File: src/rtl/seven_seg_scanner.sv
// Multiplexed seven-segment display scanner.
// Time-multiplexes NUM_DIGITS digits onto one shared cathode bus. Each digit
// slot starts with a short dead time so ghosting between digits is avoided.
// New values are double-buffered: a load goes to a staging register and is
// promoted to the display shadow only at a frame boundary, so a frame never
// shows a mix of two loads.
// The design also provides leading-zero blanking, per-digit blinking, and
// optional hex glyphs.

module seven_seg_scanner #(
    parameter int NUM_DIGITS   = 4,
    parameter int REFRESH_DIV  = 100000,
    parameter int DEADTIME     = 2,
    parameter int BLINK_FRAMES = 64,
    parameter int HEX_MODE     = 0
) (
    input  logic                    clk,
    input  logic                    reset_n,
    input  logic [4*NUM_DIGITS-1:0] digits_in,
    input  logic [NUM_DIGITS-1:0]   dp_in,
    input  logic [NUM_DIGITS-1:0]   blink_mask,
    input  logic                    lz_en,
    input  logic                    load,
    output logic [6:0]              seg,
    output logic                    dp,
    output logic [NUM_DIGITS-1:0]   an,
    output logic                    frame_done
);

    localparam int PW = $clog2(REFRESH_DIV);
    localparam int IW = $clog2(NUM_DIGITS);
    localparam int BW = (BLINK_FRAMES > 1) ? $clog2(BLINK_FRAMES) : 1;

    localparam logic [PW-1:0] PRESC_LAST = PW'(REFRESH_DIV - 1);
    localparam logic [PW-1:0] DEAD_CNT   = PW'(DEADTIME);
    localparam logic [IW-1:0] IDX_LAST   = IW'(NUM_DIGITS - 1);
    localparam logic [BW-1:0] BLINK_LAST = BW'(BLINK_FRAMES - 1);
    localparam logic [6:0]    SEG_BLANK  = 7'b1111111;
    localparam logic          HEX_ON     = (HEX_MODE != 0);

    // Active-low glyph table {g,f,e,d,c,b,a}; hex letters only when enabled.
    function automatic logic [6:0] seg_decode(input logic [3:0] code);
        logic [6:0] pat;
        case (code)
            4'h0:    pat = 7'b1000000;
            4'h1:    pat = 7'b1111001;
            4'h2:    pat = 7'b0100100;
            4'h3:    pat = 7'b0110000;
            4'h4:    pat = 7'b0011001;
            4'h5:    pat = 7'b0010010;
            4'h6:    pat = 7'b0000010;
            4'h7:    pat = 7'b1111000;
            4'h8:    pat = 7'b0000000;
            4'h9:    pat = 7'b0010000;
            4'hA:    pat = HEX_ON ? 7'b0001000 : SEG_BLANK;
            4'hB:    pat = HEX_ON ? 7'b0000011 : SEG_BLANK;
            4'hC:    pat = HEX_ON ? 7'b1000110 : SEG_BLANK;
            4'hD:    pat = HEX_ON ? 7'b0100001 : SEG_BLANK;
            4'hE:    pat = HEX_ON ? 7'b0000110 : SEG_BLANK;
            4'hF:    pat = HEX_ON ? 7'b0001110 : SEG_BLANK;
            default: pat = SEG_BLANK;
        endcase
        return pat;
    endfunction

    // Scan timing state
    logic [PW-1:0] presc_q, presc_d;
    logic [IW-1:0] idx_q, idx_d;
    logic          frame_done_q;
    logic          tc_s;
    logic          wrap_s;

    // Load path: staging buffer and display shadow
    logic [4*NUM_DIGITS-1:0] stage_dig_q, shadow_dig_q;
    logic [NUM_DIGITS-1:0]   stage_dp_q, shadow_dp_q;
    logic [NUM_DIGITS-1:0]   stage_mask_q, shadow_mask_q;
    logic                    pend_q;

    // Blink state
    logic [BW-1:0] blink_cnt_q;
    logic          blink_phase_q;

    // Output stage
    logic [6:0]            seg_q, seg_d;
    logic                  dp_q, dp_d;
    logic [NUM_DIGITS-1:0] an_q, an_d;

    // Digit decode helpers
    logic [3:0]            dig_arr_s [NUM_DIGITS];
    logic [NUM_DIGITS-1:0] lz_blank_s;
    logic [3:0]            cur_code_s;
    logic                  blank_s;

    assign tc_s   = (presc_q == PRESC_LAST);
    assign wrap_s = tc_s && (idx_q == IDX_LAST);

    for (genvar k = 0; k < NUM_DIGITS; k++) begin : g_dig
        assign dig_arr_s[k] = shadow_dig_q[4*k +: 4];
    end

    // Digit 0 always shows; higher digits blank while they and all above are zero.
    assign lz_blank_s[0] = 1'b0;
    for (genvar k = 1; k < NUM_DIGITS; k++) begin : g_lz
        assign lz_blank_s[k] = lz_en & ~(|shadow_dig_q[4*NUM_DIGITS-1:4*k]);
    end

    // Next prescaler and scan index.
    always_comb begin
        presc_d = presc_q;
        idx_d   = idx_q;
        if (tc_s) begin
            presc_d = {PW{1'b0}};
            if (idx_q == IDX_LAST) begin
                idx_d = {IW{1'b0}};
            end else begin
                idx_d = idx_q + IW'(1);
            end
        end else begin
            presc_d = presc_q + PW'(1);
        end
    end

    // Prescaler, scan index and frame wrap pulse.
    always_ff @(posedge clk or negedge reset_n) begin
        if (!reset_n) begin
            presc_q      <= {PW{1'b0}};
            idx_q        <= {IW{1'b0}};
            frame_done_q <= 1'b0;
        end else begin
            presc_q      <= presc_d;
            idx_q        <= idx_d;
            frame_done_q <= wrap_s;
        end
    end

    // Double-buffered load: stage on strobe, promote to shadow only at frame wrap.
    always_ff @(posedge clk or negedge reset_n) begin
        if (!reset_n) begin
            stage_dig_q   <= {(4*NUM_DIGITS){1'b0}};
            stage_dp_q    <= {NUM_DIGITS{1'b0}};
            stage_mask_q  <= {NUM_DIGITS{1'b0}};
            shadow_dig_q  <= {(4*NUM_DIGITS){1'b0}};
            shadow_dp_q   <= {NUM_DIGITS{1'b0}};
            shadow_mask_q <= {NUM_DIGITS{1'b0}};
            pend_q        <= 1'b0;
        end else begin
            if (load) begin
                stage_dig_q  <= digits_in;
                stage_dp_q   <= dp_in;
                stage_mask_q <= blink_mask;
            end
            if (wrap_s) begin
                pend_q <= 1'b0;
                if (load) begin
                    shadow_dig_q  <= digits_in;
                    shadow_dp_q   <= dp_in;
                    shadow_mask_q <= blink_mask;
                end else if (pend_q) begin
                    shadow_dig_q  <= stage_dig_q;
                    shadow_dp_q   <= stage_dp_q;
                    shadow_mask_q <= stage_mask_q;
                end
            end else if (load) begin
                pend_q <= 1'b1;
            end
        end
    end

    // Frame counter for blinking; phase flips every BLINK_FRAMES frames.
    always_ff @(posedge clk or negedge reset_n) begin
        if (!reset_n) begin
            blink_cnt_q   <= {BW{1'b0}};
            blink_phase_q <= 1'b1;
        end else if (wrap_s) begin
            if (blink_cnt_q == BLINK_LAST) begin
                blink_cnt_q   <= {BW{1'b0}};
                blink_phase_q <= ~blink_phase_q;
            end else begin
                blink_cnt_q <= blink_cnt_q + BW'(1);
            end
        end
    end

    // Pin values for the current slot, computed from the current scan state.
    always_comb begin
        cur_code_s = dig_arr_s[idx_q];
        blank_s    = lz_blank_s[idx_q] | (shadow_mask_q[idx_q] & ~blink_phase_q);
        if (blank_s) begin
            seg_d = SEG_BLANK;
        end else begin
            seg_d = seg_decode(cur_code_s);
        end
        dp_d = ~shadow_dp_q[idx_q];
        an_d = {NUM_DIGITS{1'b1}};
        if (presc_q < DEAD_CNT) begin
            an_d = {NUM_DIGITS{1'b1}};
        end else begin
            an_d[idx_q] = 1'b0;
        end
    end

    // Registered pin drivers.
    always_ff @(posedge clk or negedge reset_n) begin
        if (!reset_n) begin
            seg_q <= SEG_BLANK;
            dp_q  <= 1'b1;
            an_q  <= {NUM_DIGITS{1'b1}};
        end else begin
            seg_q <= seg_d;
            dp_q  <= dp_d;
            an_q  <= an_d;
        end
    end

    assign seg        = seg_q;
    assign dp         = dp_q;
    assign an         = an_q;
    assign frame_done = frame_done_q;

endmodule

File: config.mk
export PLATFORM = sky130hd
export DESIGN_NAME = seven_seg_scanner
export DESIGN_NICKNAME = d
export VERILOG_FILES = /design/src/rtl/seven_seg_scanner.sv
export SDC_FILE = /design/constraint.sdc
export NUM_CORES = 1
export LEC_CHECK = 0
export CORE_AREA = 2 2 88 90
export DETAILED_ROUTE_END_ITERATION = 12
export DIE_AREA = 0 0 90 92
export HOLD_SLACK_MARGIN = 0.06
export PLACE_DENSITY = 0.79
export SETUP_SLACK_MARGIN = 0.02
export SLEW_MARGIN = 10
export SYNTH_ARGS = -nofsm -noshare
export SYNTH_HDL_FRONTEND = slang
export SYNTH_SLANG_ARGS = --single-unit
File: constraint.sdc
create_clock -name clk -period 2.76 [get_ports clk]
set_input_delay 0.552 -clock clk [delete_from_list [all_inputs] [get_ports clk]]
set_output_delay 0.552 -clock clk [all_outputs]
set_load 0.005 [all_outputs]
# Word level (Yosys, flattened, before mapping)
# Memory sizes are Yosys's and may differ from the RTL's.
# Index checks and enable logic that the tools add are counted.
[word_totals] in_bits=28 ram_bits=0 memories=1 elab_cells=71 romBits=112 output_inout_bits=13 latch_bits=0 regBits=88
[memory_table] name="(name not given)" depth=16 word_bits=7 rd=1 rd_ports_with_merged_regs=0 wr=0 line="44" source="case (code)"
[op_classes] addsub=3 n_mul=0 div=0 n_mux=24 n_eq_ne=3 n_lt_le_gt_ge=4 shifts=0 bitwise_logic=12 n_reduce_logical=9
[op_table] operator="two-way mux 16 bit" count=2
[op_table] operator="two-way mux 4 bit" count=7
[op_table] operator="adder 17 x 1 -> 17 bit (second input constant)" count=1
[op_table] operator="== test 17 bit (second input constant)" count=1
[op_table] operator="less-than comparator 17 x 2 -> 1 bit (second input constant)" count=1
[op_table] operator="two-way mux 17 bit" count=1
[op_table] operator="OR reduction 12 bit" count=1
[op_table] operator="binary-select mux 4 bit (select 2 bit)" count=1
[op_table] operator="OR reduction 8 bit" count=1
[op_table] operator="two-way mux 7 bit" count=1
[op_table] operator="adder 6 x 1 -> 6 bit (second input constant)" count=1
[op_table] operator="binary-select mux 1 bit (select 2 bit)" count=3
[op_table] operator="== test 6 bit (second input constant)" count=1
[op_table] operator="two-way mux 1 bit" count=6
[op_table] operator="two-way mux 6 bit" count=1
[op_table] operator="NOT 1 bit" count=5
[op_table] operator="bitwise AND 1 bit" count=4
[op_table] operator="NOT 4 bit" count=1
[op_table] operator="AND reduction 2 bit" count=2
[op_table] operator="nonzero test 2 bit" count=2
[op_table] operator="OR reduction 4 bit" count=1
[op_table] operator="greater-or-equal comparator 3 bit (second input constant)" count=1
[op_table] operator="less-than comparator 2 x 3 -> 1 bit (second input constant)" count=1
[op_table] operator="NOT 2 -> 3 bit" count=1
[op_table] operator="7 further kinds" count=8

# Logic depth before layout (Yosys ltp)
[depth] ltp_word=7 mapped_depth=7 depth_no_buf=6

# Worst setup path after synthesis
# No wires, ideal clock.
[synth_timing] path_kind="reg2reg" start="register presc_q[0]" end="register shadow_dig_q[0]" path_buffers=2 required_ns=2.635 path_slack_ns=0.847 setup_time_ns=0.125 synth_period_minus_slack_ns=1.913 path_stages_with_launch=8 arrival_time_ns=1.789 cell_sequence="dfrtp_1 > ha_1 > nand4_1 > nor3_2 > and4b_1 > buf_4 > buf_6 > mux2_2"
[synth_via] elab_chain_cells=3
[synth_rtl] element="from (decl)" line="67" source="logic [PW-1:0] presc_q, presc_d;"
[synth_rtl] element="from (signal assigned)" line="126" source="presc_q <= {PW{1'b0}};"
[synth_rtl] element="from (signal assigned)" line="130" source="presc_q <= presc_d;"
[synth_rtl] element="== test 17 bit" line="94" source="assign tc_s = (presc_q == PRESC_LAST);"
[synth_rtl] element="logical AND 1 bit" line="95" source="assign wrap_s = tc_s && (idx_q == IDX_LAST);"
[synth_rtl] element="AND reduction 2 bit (no line)"
[synth_rtl] element="to (signal assigned)" line="142" source="shadow_dig_q <= {(4*NUM_DIGITS){1'b0}};"
[synth_rtl] element="to (signal assigned)" line="155" source="shadow_dig_q <= digits_in;"
[synth_rtl] element="to (signal assigned)" line="159" source="shadow_dig_q <= stage_dig_q;"
[synth_rtl] element="to (decl)" line="74" source="logic [4*NUM_DIGITS-1:0] stage_dig_q, shadow_dig_q;"
# No other way between the ends.
# A chain may end at the register's enable or synchronous reset.

# Worst setup path in the final report
[layout_timing] start="register presc_q[11]" end="register shadow_dig_q[9]"
# The elaborated chain is that of the path after synthesis.

==> run summary <==
Area leader, netlist - dfrtp_1
Inserted Diodes - 0
CTS Hold Bufs - 0
Worst Path Required - 3000 ps
Drt total wl - 7010 um
Vias/cell - 5.39
Register bit count reported by yosys - 88
CP startpoint kind - flip-flop
Asr flop ratio synth - 100%
Final hold vios - 0
Rows - 32
Period Utilization, post-route - 79.8%
RD Place Congestion - 0.861
Post-Route Setup TNS - 0 ps
LEAKAGE - 2.02 nW
Synth area leaders - dfrtp_1, mux2_2, dfstp_2
Synth Area in Compound Gates - 3.95%
Die area - 8280 um2
Tmin final - 2200 ps
Num CTS Buffers - 9
Number of global-route vias before repair - 2610
Main combinational cell family by area after synthesis - multiplexers
CP startpoint - presc_q[11]$_DFF_PN0_
Wire length per cell - 15.3 um
Synth cell count leaders - dfrtp_1, mux2_2, nor2_1
Power Total - 2.36 mW
Max rail drop VDD - 240 uV
Slew HR - 64.0%
Resize count post-CTS - 0
First-pass DRT Iterations - 4
DP HPWL - 4970 um
Insertion delay to the later sink of the worst-skew pair - 350 ps
Top cell type's share of synthesized area - 47.8%
Root buf cell - clkbuf_8
Share of layout cells above drive strength 1 - 28.4%
RSZ-0062 raised after global routing - false
CTS H-tree depth - 3
Arr. time, crit path - 2440 ps
Total Nets Final - 390
TritonCTS clock tree - built
P_int - 1.84 mW
Cell area after synthesis - 3930 um2
Top-count cell post-synth - dfrtp_1
Part of the power in combinational logic - 5.3%
Post-synth EDFFs - 0
Max frequency - 0.454 GHz
Die width - 90 um
Mux cell area share after synthesis - 18.1%
ANT nets after route - 0
Syn Nets - 344
Worst-path fanout max - 24
Synth Area in XOR/XNOR - 3.79%
Clk sinks - 88
Crit end category - flip-flop
Worst-path clk slew - 90 ps
Io pins - 41
Vias - 2468
Final Max Tran Viols - 0
Starting DRT DRC Count - 43
Seq/Total Area, Yosys - 56.5%
Worst-margin pin slew - 541 ps
Synth Warn # - 0
# DRC - 0
Outcome - complete, no violations
Clock network power share - 38.2%
Post-CTS setup buffer count - 0
Clk_skew - 9.45 ps
Post-synthesis simple-gate area fraction - 11.2%
Flop pwr share - 56.5%
Largest net degree at the start of global routing - 45
Grt total ovfl - 0
I/O Buffers - 40
First-pass GRT wire length - 12200 um
Initial antenna violation count - 0
Max Root-Sink Buffers - 2
Area grow syn2layout - 18.2%
Worst R2R Start - presc_q[11]$_DFF_PN0_
WS Path Type - flip-flop to flip-flop
Final setup violation count - 0
Core ar. - 7450 um2
Switching Fraction - 21.9%
Netlist cell types - 43
Post-synthesis adder-cell area fraction - 3.51%
Die Height - 92 um
Prevailing post-synth register cell - dfrtp_1
Worst min path class - input port to async pin
Starting Density - 52.7%
Post-synthesis cell count - 305
PD cells - 508 nW/um2
Sw power - 0.516 mW
Mean Syn Cell Area - 12.9 um2
Max-cap violation count - 0
GRT Total Usage - 18.6%
state kept, by name, summed over array words and instances (netlist names):
signal and count:
shadow_dig_q 16, stage_dig_q 16, stage_mask_q 4, shadow_mask_q 4
shadow_dp_q 4, frame_done 1, presc_q 17, blink_cnt_q 6
idx_q 2, dp 1, pend_q 1, an 4
stage_dp_q 4, seg 7, blink_phase_q 1
critical path, stage by stage (launching register included):
cell     delay, ps
dfrtp_1        420
nor4_1         400
and2_1         350
and4b_1        230
buf_4          300
mux2_2         380
final timing paths:
| path | to | cells past startpoint | slack [ps] |
|---|---|---|---|
| setup reg to reg | shadow_dig_q[9]$_DFFE_PN0P_ | 5 | 560 |
| min in group clk | pend_q$_DFFE_PN0P_ | 2 | 480 |
| setup / recovery | shadow_dig_q[9]$_DFFE_PN0P_ | 5 | 560 |
| max in group asynchronous | seg[0]$_DFF_PN1_ | 2 | 1850 |
| hold reg to reg | pend_q$_DFFE_PN0P_ | 2 | 480 |
| hold / removal | stage_dp_q[1]$_DFFE_PN0P_ | 1 | 180 |
cell usage in the layout, fill, tap and decap left out, types with 2 or more instances in the layout:
cell / instances
and3_1: 3
o21ai_0: 9
xor2_1: 7
dfrtp_1: 75
clkinv_2: 2
dfstp_2: 13
clkbuf_8: 10
nand3_1: 10
mux4_2: 6
nand4_1: 9
inv_6: 2
ha_1: 11
clkdlybuf4s50_1: 39
nor3_2: 2
o41ai_1: 2
o31ai_1: 2
mux2_2: 51
xnor2_1: 10
nor2_1: 18
and2_1: 2
nor4_1: 6
a21oi_1: 7
inv_1: 11
nand2_1: 16
buf_4: 9
nor3_1: 6
cells by family after synthesis:
logic type,Yosys count
AOI/OAI and AO/OA,25
adders and majority gates,11
DFF,88
xor gates and xnor gates,17
muxes,57
and+or+nand+nor,83
buffers and inverters,24
per-stage QoR:
stage	utilization [%]	cell area (um2)	hold slack [ps]	setup WS, ps	instances
floorplan	-	3930	256	847	305
global placement	59.6	4440	452	607	442
global route	62.3	4640	200	413	458
finish	62.3	4640	176	557	458
detailed placement	59.6	4440	463	582	442
CTS	62.3	4640	180	555	458
power groups by stage:
stage	Clock (mW)	Sequential, mW	Combinational, mW
after floorplan	0	1.35	0.0485
after global placement	0	1.35	0.123
after detailed placement	0	1.36	0.128
after CTS	0.929	1.33	0.128
after global routing	0.982	1.34	0.137
final	0.900	1.33	0.124
per-layer routing:
metal  part of all wire [%]  GRT usage [%]  wire length, um
met1                     43           22.9             3000
met3                    3.6           4.77              250
met2                     52           31.6             3640
met4                    1.8           7.44              125
met5                      0              0                0
cell type report:
cell class	instances	area (um2)
clock buffer	10	138
multi-input combinational	193	1590
tap	102	128
sequential	88	2220
clock inverter	6	66.3
timing repair buffer	48	458
inverter	11	41.3
fill	586	2810
Note: power is estimated with default switching activity, not from simulation.
